==> config.mk <==
export PLATFORM = sky130hd
export DESIGN_NAME = serial_add_ctrl
export DESIGN_NICKNAME = d
export VERILOG_FILES = /design/src/rtl/serial_add_pkg.sv /design/src/rtl/full_adder_bit.sv /design/src/rtl/serial_add_ctrl.sv
export SDC_FILE = /design/constraint.sdc
export NUM_CORES = 1
export LEC_CHECK = 0
export CORE_ASPECT_RATIO = 0.7
export CORE_MARGIN = 2
export CORE_UTILIZATION = 45
export CTS_BUF_LIST = sky130_fd_sc_hd__clkbuf_4
export CTS_CLUSTER_DIAMETER = 60
export DETAILED_ROUTE_END_ITERATION = 10
export GPL_TIMING_DRIVEN = 0
export PLACE_DENSITY = 0.79
export SETUP_SLACK_MARGIN = 0.2
export SLEW_MARGIN = 20
export SYNTH_ARGS = -nofsm -noshare
export SYNTH_HDL_FRONTEND = slang
export SYNTH_SLANG_ARGS = --single-unit
==> constraint.sdc <==
create_clock -name clk -period 2.2 [get_ports clk]
set_input_delay 0.55 -clock clk [delete_from_list [all_inputs] [get_ports clk]]
set_output_delay 0.55 -clock clk [all_outputs]
set_load 0.01 [all_outputs]
==> src/rtl/serial_add_pkg.sv <==
// Shared constants for the bit-serial adder controller: state encoding and default width.
package serial_add_pkg;

  localparam int SERIAL_ADD_WIDTH = 8;

  localparam logic [1:0] ST_IDLE = 2'd0;
  localparam logic [1:0] ST_ADD  = 2'd1;
  localparam logic [1:0] ST_DONE = 2'd2;

endpackage

==> src/rtl/full_adder_bit.sv <==
// Purely combinational 1-bit full-adder slice used by the serial adder controller.
module full_adder_bit (
  input  logic a_i,
  input  logic b_i,
  input  logic ci_i,
  output logic s_o,
  output logic co_o
);

  assign s_o  = a_i ^ b_i ^ ci_i;
  assign co_o = (a_i & b_i) | (a_i & ci_i) | (b_i & ci_i);

endmodule

==> src/rtl/serial_add_ctrl.sv <==
// Bit-serial adder controller: one full-adder slice, LSB-first, WIDTH cycles per add.
// Define SERIAL_ADD_OVF_EN to add the registered signed-overflow output ovf.
module serial_add_ctrl
  import serial_add_pkg::*;
#(
  parameter int WIDTH = SERIAL_ADD_WIDTH,
  parameter int CNT_W = $clog2(WIDTH + 1)
) (
  input  logic             clk,
  input  logic             rst,
  input  logic             start,
  input  logic [WIDTH-1:0] a_in,
  input  logic [WIDTH-1:0] b_in,
  input  logic             cin,
  output logic             ready,
  output logic             busy,
  output logic             done,
  output logic [WIDTH-1:0] sum_out,
  output logic             cout
`ifdef SERIAL_ADD_OVF_EN
  ,
  output logic             ovf
`endif
);

  logic [1:0]       state_q, state_d;
  logic [WIDTH-1:0] aShift_q, aShift_d;
  logic [WIDTH-1:0] bShift_q, bShift_d;
  logic [WIDTH-1:0] sumShift_q, sumShift_d;
  logic             carry_q, carry_d;
  logic [CNT_W-1:0] cnt_q, cnt_d;
  logic [WIDTH-1:0] sumOut_q, sumOut_d;
  logic             cout_q, cout_d;
`ifdef SERIAL_ADD_OVF_EN
  logic             ovf_q, ovf_d;
`endif

  logic             faSum;
  logic             faCarry;
  logic             lastBit;
  logic [WIDTH-1:0] sumNext;

  full_adder_bit uFa (
    .a_i  (aShift_q[0]),
    .b_i  (bShift_q[0]),
    .ci_i (carry_q),
    .s_o  (faSum),
    .co_o (faCarry)
  );

  assign lastBit = (cnt_q == CNT_W'(WIDTH - 1));
  assign sumNext = {faSum, sumShift_q[WIDTH-1:1]};

  // Result registers only move on the final ADD cycle, so they stay stable across the next add.
  always_comb begin
    state_d    = state_q;
    aShift_d   = aShift_q;
    bShift_d   = bShift_q;
    sumShift_d = sumShift_q;
    carry_d    = carry_q;
    cnt_d      = cnt_q;
    sumOut_d   = sumOut_q;
    cout_d     = cout_q;
`ifdef SERIAL_ADD_OVF_EN
    ovf_d      = ovf_q;
`endif
    case (state_q)
      ST_IDLE: begin
        if (start) begin
          aShift_d   = a_in;
          bShift_d   = b_in;
          carry_d    = cin;
          cnt_d      = '0;
          sumShift_d = '0;
          state_d    = ST_ADD;
        end
      end
      ST_ADD: begin
        aShift_d   = aShift_q >> 1;
        bShift_d   = bShift_q >> 1;
        sumShift_d = sumNext;
        carry_d    = faCarry;
        cnt_d      = cnt_q + CNT_W'(1);
        if (lastBit) begin
          sumOut_d = sumNext;
          cout_d   = faCarry;
`ifdef SERIAL_ADD_OVF_EN
          // carry_q is the carry into the MSB on this last cycle
          ovf_d    = carry_q ^ faCarry;
`endif
          state_d  = ST_DONE;
        end
      end
      ST_DONE: state_d = ST_IDLE;
      default: state_d = ST_IDLE;
    endcase
  end

  always_ff @(posedge clk) begin
    if (rst) begin
      state_q    <= ST_IDLE;
      aShift_q   <= '0;
      bShift_q   <= '0;
      sumShift_q <= '0;
      carry_q    <= 1'b0;
      cnt_q      <= '0;
      sumOut_q   <= '0;
      cout_q     <= 1'b0;
`ifdef SERIAL_ADD_OVF_EN
      ovf_q      <= 1'b0;
`endif
    end else begin
      state_q    <= state_d;
      aShift_q   <= aShift_d;
      bShift_q   <= bShift_d;
      sumShift_q <= sumShift_d;
      carry_q    <= carry_d;
      cnt_q      <= cnt_d;
      sumOut_q   <= sumOut_d;
      cout_q     <= cout_d;
`ifdef SERIAL_ADD_OVF_EN
      ovf_q      <= ovf_d;
`endif
    end
  end

  assign ready   = (state_q == ST_IDLE);
  assign busy    = (state_q == ST_ADD);
  assign done    = (state_q == ST_DONE);
  assign sum_out = sumOut_q;
  assign cout    = cout_q;
`ifdef SERIAL_ADD_OVF_EN
  assign ovf     = ovf_q;
`endif

endmodule

== Yosys cells after proc, flatten, opt, wreduce, memory -nomap -nowiden ==
Cells that the tools add are included.

* Bitwise gates (word level): 7
* Add/subtract/negate cells: 1
* Eq/ne operators: 5
* Reductions and logical operators: 5
* Mux-type cells: 13

{| class="wikitable"
|+ Operator list
! kind !! count
|-
| $pmux W8 S2 || 3
|-
| $mux W8 || 3
|-
| $pmux W4 S2 || 1
|-
| $reduce_and A2 Y1 || 3
|-
| $add A4 B1 Y4 const B || 1
|-
| $eq A4 B3 Y1 const B || 1
|-
| $mux W2 || 2
|-
| $mux W4 || 1
|-
| $pmux W2 S2 || 1
|-
| $and A1 B1 Y1 || 3
|-
| $eq A2 B1 Y1 const B || 1
|-
| $eq A2 B2 Y1 const B || 1
|-
| $logic_not A2 Y1 || 1
|-
| $ne A2 B1 Y1 const B || 1
|-
| $ne A2 B2 Y1 const B || 1
|-
| $or A1 B1 Y1 || 2
|-
| $pmux W1 S2 || 1
|-
| $reduce_bool A2 Y1 || 1
|-
| $xor A1 B1 Y1 || 2
|-
| $mux W1 || 1
|}

* Output and inout port bits: 12
* Register bits after elaboration: 40

== Depth between registers and ports, before layout ==
* Word-level depth: 4
* Gate-level depth with buffers: 6
* Gate-level depth less buffers: 4

== Cells and area by module ==
From an unflattened synthesis, not the netlist that was laid out.

* Cell total of the unflattened synthesis: 200
* Area total of the unflattened synthesis: 1808.0 sq um

{| class="wikitable"
|+ By module, submodules not included
! module !! area an instance (sq um) !! cells each !! times used
|-
| serial_add_ctrl || 1788.0 || 199 || 1
|-
| full_adder_bit || 20.0 || 1 || 1
|}

== Worst setup path before layout ==
No wires, ideal clock.

* Path type: register to output
* Start point: register state_q[1]
* End point: output port done
* Stages on the path, launching flop included: 4
* Buffers on the path: 2
* Path slack: 0.642 ns
* Data arrival time: 1.008 ns
* Cell sequence: dfxtp_1 buf_2 buf_1 nor2b_1

* Word-level cells in the longest chain between the ends: 1

{| class="wikitable"
|+ RTL lines
! item !! line !! RTL
|-
| from (decl) || serial_add_ctrl.sv:26 || <nowiki>logic [1:0] state_q, state_d;</nowiki>
|-
| from (signal assigned) || serial_add_ctrl.sv:113 || <nowiki>state_q <= state_d;</nowiki>
|-
| $eq A2 B2 Y1 || serial_add_ctrl.sv:129 || <nowiki>assign done = (state_q == ST_DONE);</nowiki>
|-
| to (decl) || serial_add_ctrl.sv:17 || <nowiki>output logic done,</nowiki>
|}

Every way passes these cells.

== Worst setup path after layout ==
* Start point: register state_q[0]
* End point: output port ready

* Word-level cells in the longest chain between the ends: 1

{| class="wikitable"
|+ RTL lines
! item !! line !! RTL
|-
| $logic_not A2 Y1 || serial_add_ctrl.sv:127 || <nowiki>assign ready = (state_q == ST_IDLE);</nowiki>
|-
| to (decl) || serial_add_ctrl.sv:15 || <nowiki>output logic ready,</nowiki>
|}

Every way passes these cells.

==> qor.csv <==
stage,metric,value,unit
die,die area,4480,um2
clock_network,latest clock arrival within the worst-skew pair,0.36,ns
pwr,fraction of power consumed by the clock network,27.1,%
final_layout,Syn-to-layout area delta,27.7,%
yosys,proportion of synthesized area in mux cells,0,%
routing,DRC Markers,0,
die,Ports,32,
die,# rows,19,
clock_network,cts hold-fix bufs,0,
pwr,combinational share of power,16.1,%
yosys,average size of a mapped cell,8.76,um2
clock_network,CTS tree,built,
placement,port bufs,30,
pwr,Int Pwr,971,uW
job,maxcap violations,0,
clock_network,Root Buffer,clkbuf_4,
sta,Slew HR,67.3,%
clock_network,clock transition at the registers of the reported paths,0.12,ns
yosys,adder-cell share of the synthesized area,1.83,%
yosys,XOR/XNOR Fraction of Synth Area,0,%
placement,GP Congestion,0.811,
yosys,Synth Area in Simple Gates,34.0,%
yosys,"Seq/Total Area, Yosys",43.9,%
die,starting density of the core,46.2,%
sta,period utilization,88.2,%
final_layout,"most common cell after layout, fill and taps aside",dfxtp_1,
yosys,Async SR Flop Fraction,0,%
worst_setup_path,critical path type,reg -> out,
sta,Slew Limit Fails,0,
clock_network,clock sink total,39,
pwr,Leakage,0.000845,uW
worst_setup_path,worst endpoint required time,1.65,ns
routing,iteration-0 DRC count of the detailed router,80,
yosys,Post-synth EDFFs,0,
global_routing,vias in the first global route,1378,
sta,fmax,515,MHz
yosys,number of synthesized register bits,39,
routing,Detail Route Antenna Nets,0,
global_routing,gr usage total,18.2,%
yosys,post-synthesis cell count,203,
pwr,P_sw,360,uW
yosys,"Net Count, Synth",225,
global_routing,first-pass GRT wire length,6280,um
pwr,Sequential Power Share,56.8,%
yosys,Synth Area in Compound Gates,14.4,%
die,chip width,79.1,um
sta,unrepaired setup endpoints after global routing,no,
pwr,switch share,27.0,%
global_routing,largest net degree at the start of global routing,13,
sta,Worst-Margin Slew,0.491,ns
global_routing,grt total ovfl,0,
status,run status,finished clean,
routing,Vias,1551,
clock_network,clk buf depth,2,
worst_setup_path,CP Data Arrival Time,1.39,ns
sta,Clock Skews,0.0107,ns
routing,WL/cell,12.6,um
yosys,number of synthesis warnings,0,
yosys,Most used DFF post-synth,dfxtp_1,
pwr,Tot Pwr,1330,uW
sta,Final Critical Period,1.94,ns
clock_network,CTS buffer count,5,
pwr,Peak VDD IR,0.354,mV
clock_network,H-tree depth,2,
die,Die Ht,56.6,um
sta,setup slack after layout,0.259,ns
min_path,Worst Hold Class,reg -> reg,
final_layout,Antenna diodes,0,
worst_setup_path,CP Max Fanout,10,
sta,final setup vio count,0,
placement,pre-CTS setup slack,-0.000585,ns
sta,final hold violation count,0,
final_layout,most frequent cells in the layout,"dfxtp_1 (37), clkdlybuf4s50_1 (27), nor2_1 (26)",
final_layout,layout cells sized above 1,12.2,%
die,core area,3850,um2
worst_setup_path,CP Capture Type,primary output,
routing,Initial DRT Pass Iterations,5,
worst_setup_path,R2R Setup Slk,0.77,ns
final_layout,nets,266,
worst_setup_path,critical path startpoint category,flip-flop,
global_routing,initial antenna violation count,0,
yosys,largest family of logic cells by synthesized area,simple AND/OR/NAND/NOR gates,
yosys,Netlist cell types,27,
routing,WL final,3730,um
yosys,Synth Cell Area,1780,um2
pwr,power density over cell area,586,nW/um2
placement,post-DP HPWL,2630,um
routing,average vias per placed instance,5.22,
## cell type report
cell class                 instances  area (um2)
fill                             360        1580
multi-input combinational        145         907
sequential                        39         786
timing repair buffer              34         328
buffer                            19         131
tap                               52        65.1
clock buffer                       5        37.5
clock inverter                     3        15.0
## flip-flops by register name, indices dropped and copies added (netlist names)
register / count
bShift_q: 8
aShift_q: 8
sum_out: 8
carry_q: 1
sumShift_q: 7
state_q: 2
cout: 1
cnt_q: 4
## final timing paths
kind | from | to | cells past startpoint
hold reg to reg | sum_out[7] | sum_out[7] | 2
setup reg to reg | cnt_q[0] | sum_out[2] | 5
setup / recovery | state_q[0] | ready | 4
hold / removal | sum_out[7] | sum_out[7] | 2
## synth_stat cells, drive strengths merged, types with 2 or more instances
library cell,n,area [um2]
or3b,16,140
nand3,2,10.0
nand2b,24,150
nor3,15,75.1
nand2,4,15.0
a211oi,2,15.0
nor2,27,101
nor2b,3,18.8
a22oi,8,60.1
clkbuf,7,26.3
o21ai,9,45.0
a21oi,16,80.1
nand4b,9,78.8
dfxtp,39,781
buf,12,78.8
a32oi,2,17.5
## metrics by stage
stage	cells	instance area, um2	TNS, ns	util, %	hold WS [ns]
after floorplan	203	1780	0	-	0.445
after global placement	285	2140	0	55.7	0.455
after detailed placement	285	2140	-0.000585	55.7	0.457
after CTS	293	2230	0	58.0	0.476
after global routing	297	2270	0	58.9	0.502
final	297	2270	0	58.9	0.469
## metal layers
layer | GRT usage, % | wire [um] | up-vias
li1 | - | - | 792
met1 | 25.4 | 1970 | 727
met2 | 26.0 | 1520 | 26
met3 | 7.56 | 200 | 6
met4 | 4.43 | 44 | 0
met5 | 0 | 0 | -
## logic make-up (layout without fill, tap and decap cells)
family,after synthesis,count (layout)
flops,39,39
simple gates,102,102
fa+ha+maj,2,2
compound gates,41,41
buf+inv,19,61
## critical path: stages, from the launching register on
cell and delay [ns]:
dfxtp_2 0.36, buf_6 0.13, buf_4 0.18, nor2_4 0.12
clkdlybuf4s15_2 0.24
## repair_timing
| item | 4_1_cts | 5_1_grt |
|---|---|---|
| pin swaps | 0 | 0 |
| gates resized for setup | 20 | 6 |
| setup endpoints to repair | 3 | 3 |
| buffers inserted | 0 | 4 |
## power by group through the flow
stage                     Sequential, uW  Combinational (uW)  Clock, uW
after floorplan                      768                 133          0
after global placement               772                 198          0
after detailed placement             773                 201          0
after CTS                            757                 205        364
after global routing                 760                 236        402
final                                756                 214        361
(Power assumes the default switching activity.)
